File: config.mk
export PLATFORM = sky130hd
export DESIGN_NAME = puf_eval_ctrl_flat
export DESIGN_NICKNAME = d
export VERILOG_FILES = /design/src/rtl/puf_pkg.sv /design/src/rtl/puf_eval_ctrl_if.sv /design/src/rtl/puf_sync.sv /design/src/rtl/puf_eval_ctrl.sv /design/src/flat_wrapper.sv
export SDC_FILE = /design/constraint.sdc
export NUM_CORES = 1
export LEC_CHECK = 0
export CORE_UTILIZATION = 57
export DETAILED_ROUTE_END_ITERATION = 10
export DONT_BUFFER_PORTS = 1
export PLACE_DENSITY = 0.79
export SETUP_SLACK_MARGIN = 0.1
export SLEW_MARGIN = 20
export SYNTH_ARGS = -nofsm -noshare
export SYNTH_HDL_FRONTEND = slang
export SYNTH_SLANG_ARGS = --single-unit
File: constraint.sdc
create_clock -name iclk -period 3.21 [get_ports iclk]
set_input_delay 0.321 -clock iclk [delete_from_list [all_inputs] [get_ports iclk]]
set_output_delay 0.321 -clock iclk [all_outputs]
set_load 0.05 [all_outputs]
File: src/rtl/puf_pkg.sv
// Shared definitions for the arbiter-PUF evaluation sequencer: state encoding
// and the default geometry reused by the PUF top level.
package puf_pkg;

    localparam int unsigned PUF_C_LENGTH      = 16;
    localparam int unsigned PUF_SETTLE_CYCLES = 4;
    localparam int unsigned PUF_HOLD_CYCLES   = 4;
    localparam int unsigned PUF_NUM_EVALS     = 7;

    localparam logic [1:0] ST_IDLE   = 2'd0;
    localparam logic [1:0] ST_SETTLE = 2'd1;
    localparam logic [1:0] ST_FIRE   = 2'd2;
    localparam logic [1:0] ST_DONE   = 2'd3;

    function automatic int unsigned max_u(input int unsigned a, input int unsigned b);
        return (a > b) ? a : b;
    endfunction

endpackage

File: src/rtl/puf_eval_ctrl_if.sv
// Host-side challenge/response handshake of the PUF evaluation sequencer.
interface puf_eval_ctrl_if
    import puf_pkg::*;
#(
    parameter int unsigned C_LENGTH = PUF_C_LENGTH
) ();

    logic                ichallenge_valid;
    logic                ochallenge_ready;
    logic [C_LENGTH-1:0] ichallenge_data;
    logic                oresponse_valid;
    logic                iresponse_ready;
    logic                oresponse;
    logic                ostable;

    modport master (
        output ichallenge_valid,
        output ichallenge_data,
        output iresponse_ready,
        input  ochallenge_ready,
        input  oresponse_valid,
        input  oresponse,
        input  ostable
    );

    modport slave (
        input  ichallenge_valid,
        input  ichallenge_data,
        input  iresponse_ready,
        output ochallenge_ready,
        output oresponse_valid,
        output oresponse,
        output ostable
    );

endinterface

File: src/rtl/puf_sync.sv
// Two-flop synchronizer bringing the asynchronous arbiter output into iclk.
module puf_sync (
    input  logic iclk,
    input  logic irst,
    input  logic iasync,
    output logic osync
);

    logic sync_p0_q;
    logic sync_p1_q;

    always_ff @(posedge iclk) begin
        if (irst) begin
            sync_p0_q <= 1'b0;
            sync_p1_q <= 1'b0;
        end else begin
            sync_p0_q <= iasync;
            sync_p1_q <= sync_p0_q;
        end
    end

    assign osync = sync_p1_q;

endmodule

File: src/rtl/puf_eval_ctrl.sv
// Arbiter-PUF sequencer: applies a challenge, launches it NUM_EVALS times with
// settle gaps, and returns the majority vote plus an all-samples-agree flag.
module puf_eval_ctrl
    import puf_pkg::*;
#(
    parameter int unsigned C_LENGTH      = PUF_C_LENGTH,
    parameter int unsigned SETTLE_CYCLES = PUF_SETTLE_CYCLES,
    parameter int unsigned HOLD_CYCLES   = PUF_HOLD_CYCLES,
    parameter int unsigned NUM_EVALS     = PUF_NUM_EVALS
) (
    input  logic                iclk,
    input  logic                irst,
    puf_eval_ctrl_if.slave      host,
    output logic [C_LENGTH-1:0] opuf_challenge,
    output logic                opuf_pulse,
    input  logic                ipuf_response,
    output logic                obusy
);

    localparam int unsigned PH_W = $clog2(max_u(SETTLE_CYCLES, HOLD_CYCLES));
    localparam int unsigned EV_W = $clog2(NUM_EVALS + 1);

    localparam logic [PH_W-1:0] PH_SETTLE = PH_W'(SETTLE_CYCLES - 1);
    localparam logic [PH_W-1:0] PH_HOLD   = PH_W'(HOLD_CYCLES - 1);
    localparam logic [EV_W-1:0] LAST_EVAL = EV_W'(NUM_EVALS - 1);
    localparam logic [EV_W-1:0] ALL_ONES  = EV_W'(NUM_EVALS);
    localparam logic [EV_W-1:0] HALF      = EV_W'(NUM_EVALS / 2);

    logic [1:0]          state_q,  state_d;
    logic [PH_W-1:0]     phase_q,  phase_d;
    logic [EV_W-1:0]     eval_q,   eval_d;
    logic [EV_W-1:0]     ones_q,   ones_d;
    logic [C_LENGTH-1:0] chal_q,   chal_d;
    logic                pulse_q,  pulse_d;
    logic                resp_q,   resp_d;
    logic                stable_q, stable_d;
    logic                sample;

    puf_sync u_sync (
        .iclk   (iclk),
        .irst   (irst),
        .iasync (ipuf_response),
        .osync  (sample)
    );

    always_comb begin
        state_d  = state_q;
        phase_d  = phase_q;
        eval_d   = eval_q;
        ones_d   = ones_q;
        chal_d   = chal_q;
        pulse_d  = 1'b0;
        resp_d   = resp_q;
        stable_d = stable_q;

        case (state_q)
            ST_IDLE: begin
                if (host.ichallenge_valid) begin
                    chal_d  = host.ichallenge_data;
                    eval_d  = '0;
                    ones_d  = '0;
                    phase_d = PH_SETTLE;
                    state_d = ST_SETTLE;
                end
            end
            ST_SETTLE: begin
                if (phase_q == '0) begin
                    phase_d = PH_HOLD;
                    pulse_d = 1'b1;
                    state_d = ST_FIRE;
                end else begin
                    phase_d = phase_q - PH_W'(1);
                end
            end
            ST_FIRE: begin
                if (phase_q == '0) begin
                    // The synchronized sample is only trusted on the last high cycle.
                    ones_d = ones_q + EV_W'(sample);
                    eval_d = eval_q + EV_W'(1);
                    if (eval_q == LAST_EVAL) begin
                        resp_d   = (ones_d > HALF);
                        stable_d = (ones_d == '0) || (ones_d == ALL_ONES);
                        state_d  = ST_DONE;
                    end else begin
                        phase_d = PH_SETTLE;
                        state_d = ST_SETTLE;
                    end
                end else begin
                    phase_d = phase_q - PH_W'(1);
                    pulse_d = 1'b1;
                end
            end
            ST_DONE: begin
                if (host.iresponse_ready) begin
                    state_d = ST_IDLE;
                end
            end
            default: begin
                state_d = ST_IDLE;
            end
        endcase
    end

    always_ff @(posedge iclk) begin
        if (irst) begin
            state_q  <= ST_IDLE;
            phase_q  <= '0;
            eval_q   <= '0;
            ones_q   <= '0;
            chal_q   <= '0;
            pulse_q  <= 1'b0;
            resp_q   <= 1'b0;
            stable_q <= 1'b0;
        end else begin
            state_q  <= state_d;
            phase_q  <= phase_d;
            eval_q   <= eval_d;
            ones_q   <= ones_d;
            chal_q   <= chal_d;
            pulse_q  <= pulse_d;
            resp_q   <= resp_d;
            stable_q <= stable_d;
        end
    end

    assign host.ochallenge_ready = (state_q == ST_IDLE);
    assign host.oresponse_valid  = (state_q == ST_DONE);
    assign host.oresponse        = resp_q;
    assign host.ostable          = stable_q;
    assign opuf_challenge        = chal_q;
    assign opuf_pulse            = pulse_q;
    assign obusy                 = (state_q != ST_IDLE);

endmodule

File: src/flat_wrapper.sv
// flat-port wrapper written by rule: the top's interface ports become plain ports
module puf_eval_ctrl_flat import puf_pkg::*;
#(
    parameter int unsigned C_LENGTH      = PUF_C_LENGTH,
    parameter int unsigned SETTLE_CYCLES = PUF_SETTLE_CYCLES,
    parameter int unsigned HOLD_CYCLES   = PUF_HOLD_CYCLES,
    parameter int unsigned NUM_EVALS     = PUF_NUM_EVALS
)
  (iclk, irst, opuf_challenge, opuf_pulse, ipuf_response, obusy, host_ichallenge_valid, host_ichallenge_data, host_iresponse_ready, host_ochallenge_ready, host_oresponse_valid, host_oresponse, host_ostable);
  puf_eval_ctrl_if #(.C_LENGTH(C_LENGTH)) host_i ();
  input  logic iclk;
  input  logic irst;
  output logic [C_LENGTH-1:0] opuf_challenge;
  output logic opuf_pulse;
  input  logic ipuf_response;
  output logic obusy;
  input wire logic [$bits(host_i.ichallenge_valid)-1:0] host_ichallenge_valid;
  input wire logic [$bits(host_i.ichallenge_data)-1:0] host_ichallenge_data;
  input wire logic [$bits(host_i.iresponse_ready)-1:0] host_iresponse_ready;
  output wire logic [$bits(host_i.ochallenge_ready)-1:0] host_ochallenge_ready;
  output wire logic [$bits(host_i.oresponse_valid)-1:0] host_oresponse_valid;
  output wire logic [$bits(host_i.oresponse)-1:0] host_oresponse;
  output wire logic [$bits(host_i.ostable)-1:0] host_ostable;
  assign host_i.ichallenge_valid = host_ichallenge_valid;
  assign host_i.ichallenge_data = host_ichallenge_data;
  assign host_i.iresponse_ready = host_iresponse_ready;
  assign host_ochallenge_ready = host_i.ochallenge_ready;
  assign host_oresponse_valid = host_i.oresponse_valid;
  assign host_oresponse = host_i.oresponse;
  assign host_ostable = host_i.ostable;
  puf_eval_ctrl #(.C_LENGTH(C_LENGTH), .SETTLE_CYCLES(SETTLE_CYCLES), .HOLD_CYCLES(HOLD_CYCLES), .NUM_EVALS(NUM_EVALS)) u_core (.iclk(iclk), .irst(irst), .host(host_i), .opuf_challenge(opuf_challenge), .opuf_pulse(opuf_pulse), .ipuf_response(ipuf_response), .obusy(obusy));
endmodule
==> out/results.txt <==
Status = complete, no violations
Average size of a mapped cell = 8.616 µm²
All-Layer GR Usage = 22.65%
Remaining Overflow, GRT = 0
Tcrit/Tclk final = 66.86%
Number of ports placed on the die boundary = 43
Number of global-route vias before repair = 1029
Startpoint of the most critical register-to-register path = u_core.state_q[0]$_SDFFE_PP0P_
Horizontal die dimension = 50.87 µm
Crit path capture type = output pin
Worst min-delay path startpoint = irst
Final design area excluding fillers = 0.001409 mm²
Detail-routed net length per standard cell = 13.35 µm
First-pass GRT wire length = 4202 µm
Largest area contributor in the synthesized netlist = sky130_fd_sc_hd__dfxtp_1
Layout cell share with drive strength beyond 1 = 8.805%
Maximum VDD drop = 0.6016 mV
F_max = 0.4660 GHz
Ys async rst share = 0%
Reg clk slew, reported paths = 0.09 ns
Commonest register cell after synthesis = sky130_fd_sc_hd__dfxtp_1
Max_slew headroom = 54.91%
CTS tree = done
Vias per Instance = 5.513
Port Buffers = 0
Time the worst path needs with I/O delays and setup = 2.146 ns
Site row count = 17
Largest net degree at the start of global routing = 32
Required time reported for the critical path endpoint = 2.89 ns
Top cells by area in the synthesized netlist = sky130_fd_sc_hd__dfxtp_1 (46%), sky130_fd_sc_hd__nand2_1 (9.7%), sky130_fd_sc_hd__ha_1 (9.2%)
Setup bufs post-CTS = 0
Most frequent cell after synthesis = sky130_fd_sc_hd__nand2_1
CP Launch Point = u_core.state_q[0]$_SDFFE_PP0P_
Final WL = 2496 µm
Max-Cap Viols = 0
Worst-skew pair later-pin latency = 0.32 ns
Number of DRC violations after detailed routing = 0
Clock Skews = 0.007629 ns
Antenna fix cells = 0
Die height = 50.87 µm
Post-CTS sizing = 0
Placed cell count = 179
Final count of pins violating max slew = 0
Largest buffer count on any clock path = 2
PwrDens = 887.3 mW/mm²
Worst-Margin Slew = 0.6763 ns
Sum of negative setup slack = 0 ns
Hold Path Class = primary input to flop
Startpoint class of the critical path = flop
Final Instance Count excl. Fillers = 187
Synthesis-to-finish area growth = 3.493%
Clock tree sinks = 31
H-tree depth = 2
EDFF count, synth = 0
Starting density of the core = 60.95%
Synth Net Count = 189
Root buf cell = sky130_fd_sc_hd__clkbuf_4
Hold violation count in the final report = 0
Antenna Violating Nets Remaining = 0
Netlist Area Pre-Place = 0.001361 mm²
Routability congestion estimate = 0.7543
Router iterations before antenna repair = 3
Leak pwr = 0.0005783 µW
Number of design-rule violations left by the first detailed-router iteration = 10
Core Box Area = 0.002233 mm²
Total power after layout = 1250 µW
Unrepaired setup endpoints after global routing = no
Crit Path Category = flop to output pin
Number of warnings printed during yosys synthesis = 0
Unique masters post-synth = 29
Hold-fix buffers, CTS = 0
Arrival @ worst endpoint = 1.83 ns
Internal reg-to-reg setup slack = 1.22 ns
Worst Path Max Fanout = 7
Fraction of synthesized cell area taken by the top area cell type = 45.59%
Post-detail-place hpwl = 1844 µm
Number of nets at the end of the flow = 189
Count of mapped cells out of synthesis = 158
Final-report setup violation count = 0
Initial antenna violation count = 0
Total vias in the final route = 1031
Top cells by instance count after synthesis = sky130_fd_sc_hd__nand2_1 (35), sky130_fd_sc_hd__dfxtp_1 (31), sky130_fd_sc_hd__a21oi_1 (19)
Total Die Area = 0.002588 mm²
Share of the yosys chip area belonging to registers = 45.59%
Flops & latches, synth = 31
Number of buffers added by the clock tree synthesis step = 5
Placement-stage cell area = 0.001359 mm²
==> worst max-delay path, stage by stage, from the launching register on <==
cell and delay [ns]:
sky130_fd_sc_hd__dfxtp_1 0.38, sky130_fd_sc_hd__inv_1 0.11, sky130_fd_sc_hd__ha_1 0.60, sky130_fd_sc_hd__inv_1 0.42
==> state kept, by name (all words and copies together), names as in the netlist <==
register,cells
u_core.u_sync.osync,1
u_core.state_q,2
u_core.host.ostable,1
u_core.opuf_challenge,16
u_core.u_sync.sync_p0_q,1
u_core.ones_q,3
u_core.opuf_pulse,1
u_core.phase_q,2
u_core.eval_q,3
u_core.host.oresponse,1
==> layout by cell type, fill, tap and decap left out, types with 2 or more instances in the layout <==
master                     instances
sky130_fd_sc_hd__nor2b_1           3
sky130_fd_sc_hd__inv_1             9
sky130_fd_sc_hd__nand2b_2          2
sky130_fd_sc_hd__clkbuf_1          2
sky130_fd_sc_hd__dfxtp_1          31
sky130_fd_sc_hd__nand2_1          35
sky130_fd_sc_hd__a21oi_1          19
sky130_fd_sc_hd__nor3_1            7
sky130_fd_sc_hd__nor2_1           12
sky130_fd_sc_hd__nand4_1           2
sky130_fd_sc_hd__and3_1            2
sky130_fd_sc_hd__a22oi_1           3
sky130_fd_sc_hd__ha_1             10
sky130_fd_sc_hd__xor2_1            2
sky130_fd_sc_hd__nand3_1           2
sky130_fd_sc_hd__clkbuf_4          5
==> cells by family after synthesis <==
group                      after synthesis  share of synthesized area [%]
xor gates and xnor gates                 2                          1.287
AOI/OAI and AO/OA                       27                          13.42
and+or+nand+nor                         71                          24.54
muxes                                    1                         0.7353
adders and majority gates               10                          9.191
DFF                                     31                          45.59
buffers and inverters                   16                          5.238
==> through the flow <==
stage / util, % / hold slack, ns / setup WS, ns
3_5_place_dp: 60.84 / 0.3905 / 1.204
4_1_cts: 63.08 / 0.02840 / 1.040
5_1_grt: 63.08 / 0.01765 / 0.9514
6_report: 63.08 / 0.05340 / 1.064
3_3_place_gp: 60.84 / 0.3892 / 1.296
2_1_floorplan: - / 0.3926 / 1.391
==> cell type report <==
| cell class | instances | area, µm² |
|---|---|---|
| Clock buffer | 7 | 45.04 |
| Clock inverter | 1 | 5.005 |
| Fill cell | 203 | 824.5 |
| Inverter | 9 | 33.78 |
| Multi-Input combinational cell | 111 | 669.4 |
| Sequential cell | 31 | 620.6 |
| Tap cell | 28 | 35.03 |
==> power by group <==
| group | internal [µW] | switching [µW] |
|---|---|---|
| Combinational | 136 | 269 |
| Clock | 85.2 | 123 |
| Sequential | 447 | 190 |
| Total | 669 | 581 |
==> path summary, 6_finish.rpt <==
kind,cells past startpoint,endpoint
worst max-delay path,3,obusy
worst min-delay path,1,u_core.ones_q[2]$_SDFFE_PP0P_
worst max register to register,5,u_core.opuf_challenge[14]$_SDFFE_PP0P_
worst min register to register,1,u_core.u_sync.osync$_SDFF_PP0_
==> per-layer routing <==
metal | wire [µm] | track usage, % | vias to the layer above
met5 | 0 | 0 | -
met4 | 40 | 9.722 | 0
met3 | 177 | 9.524 | 5
met2 | 1239 | 41.33 | 30
met1 | 1039 | 22.18 | 468
li1 | - | - | 528
No activity file was read; power rests on OpenSTA's default activity.
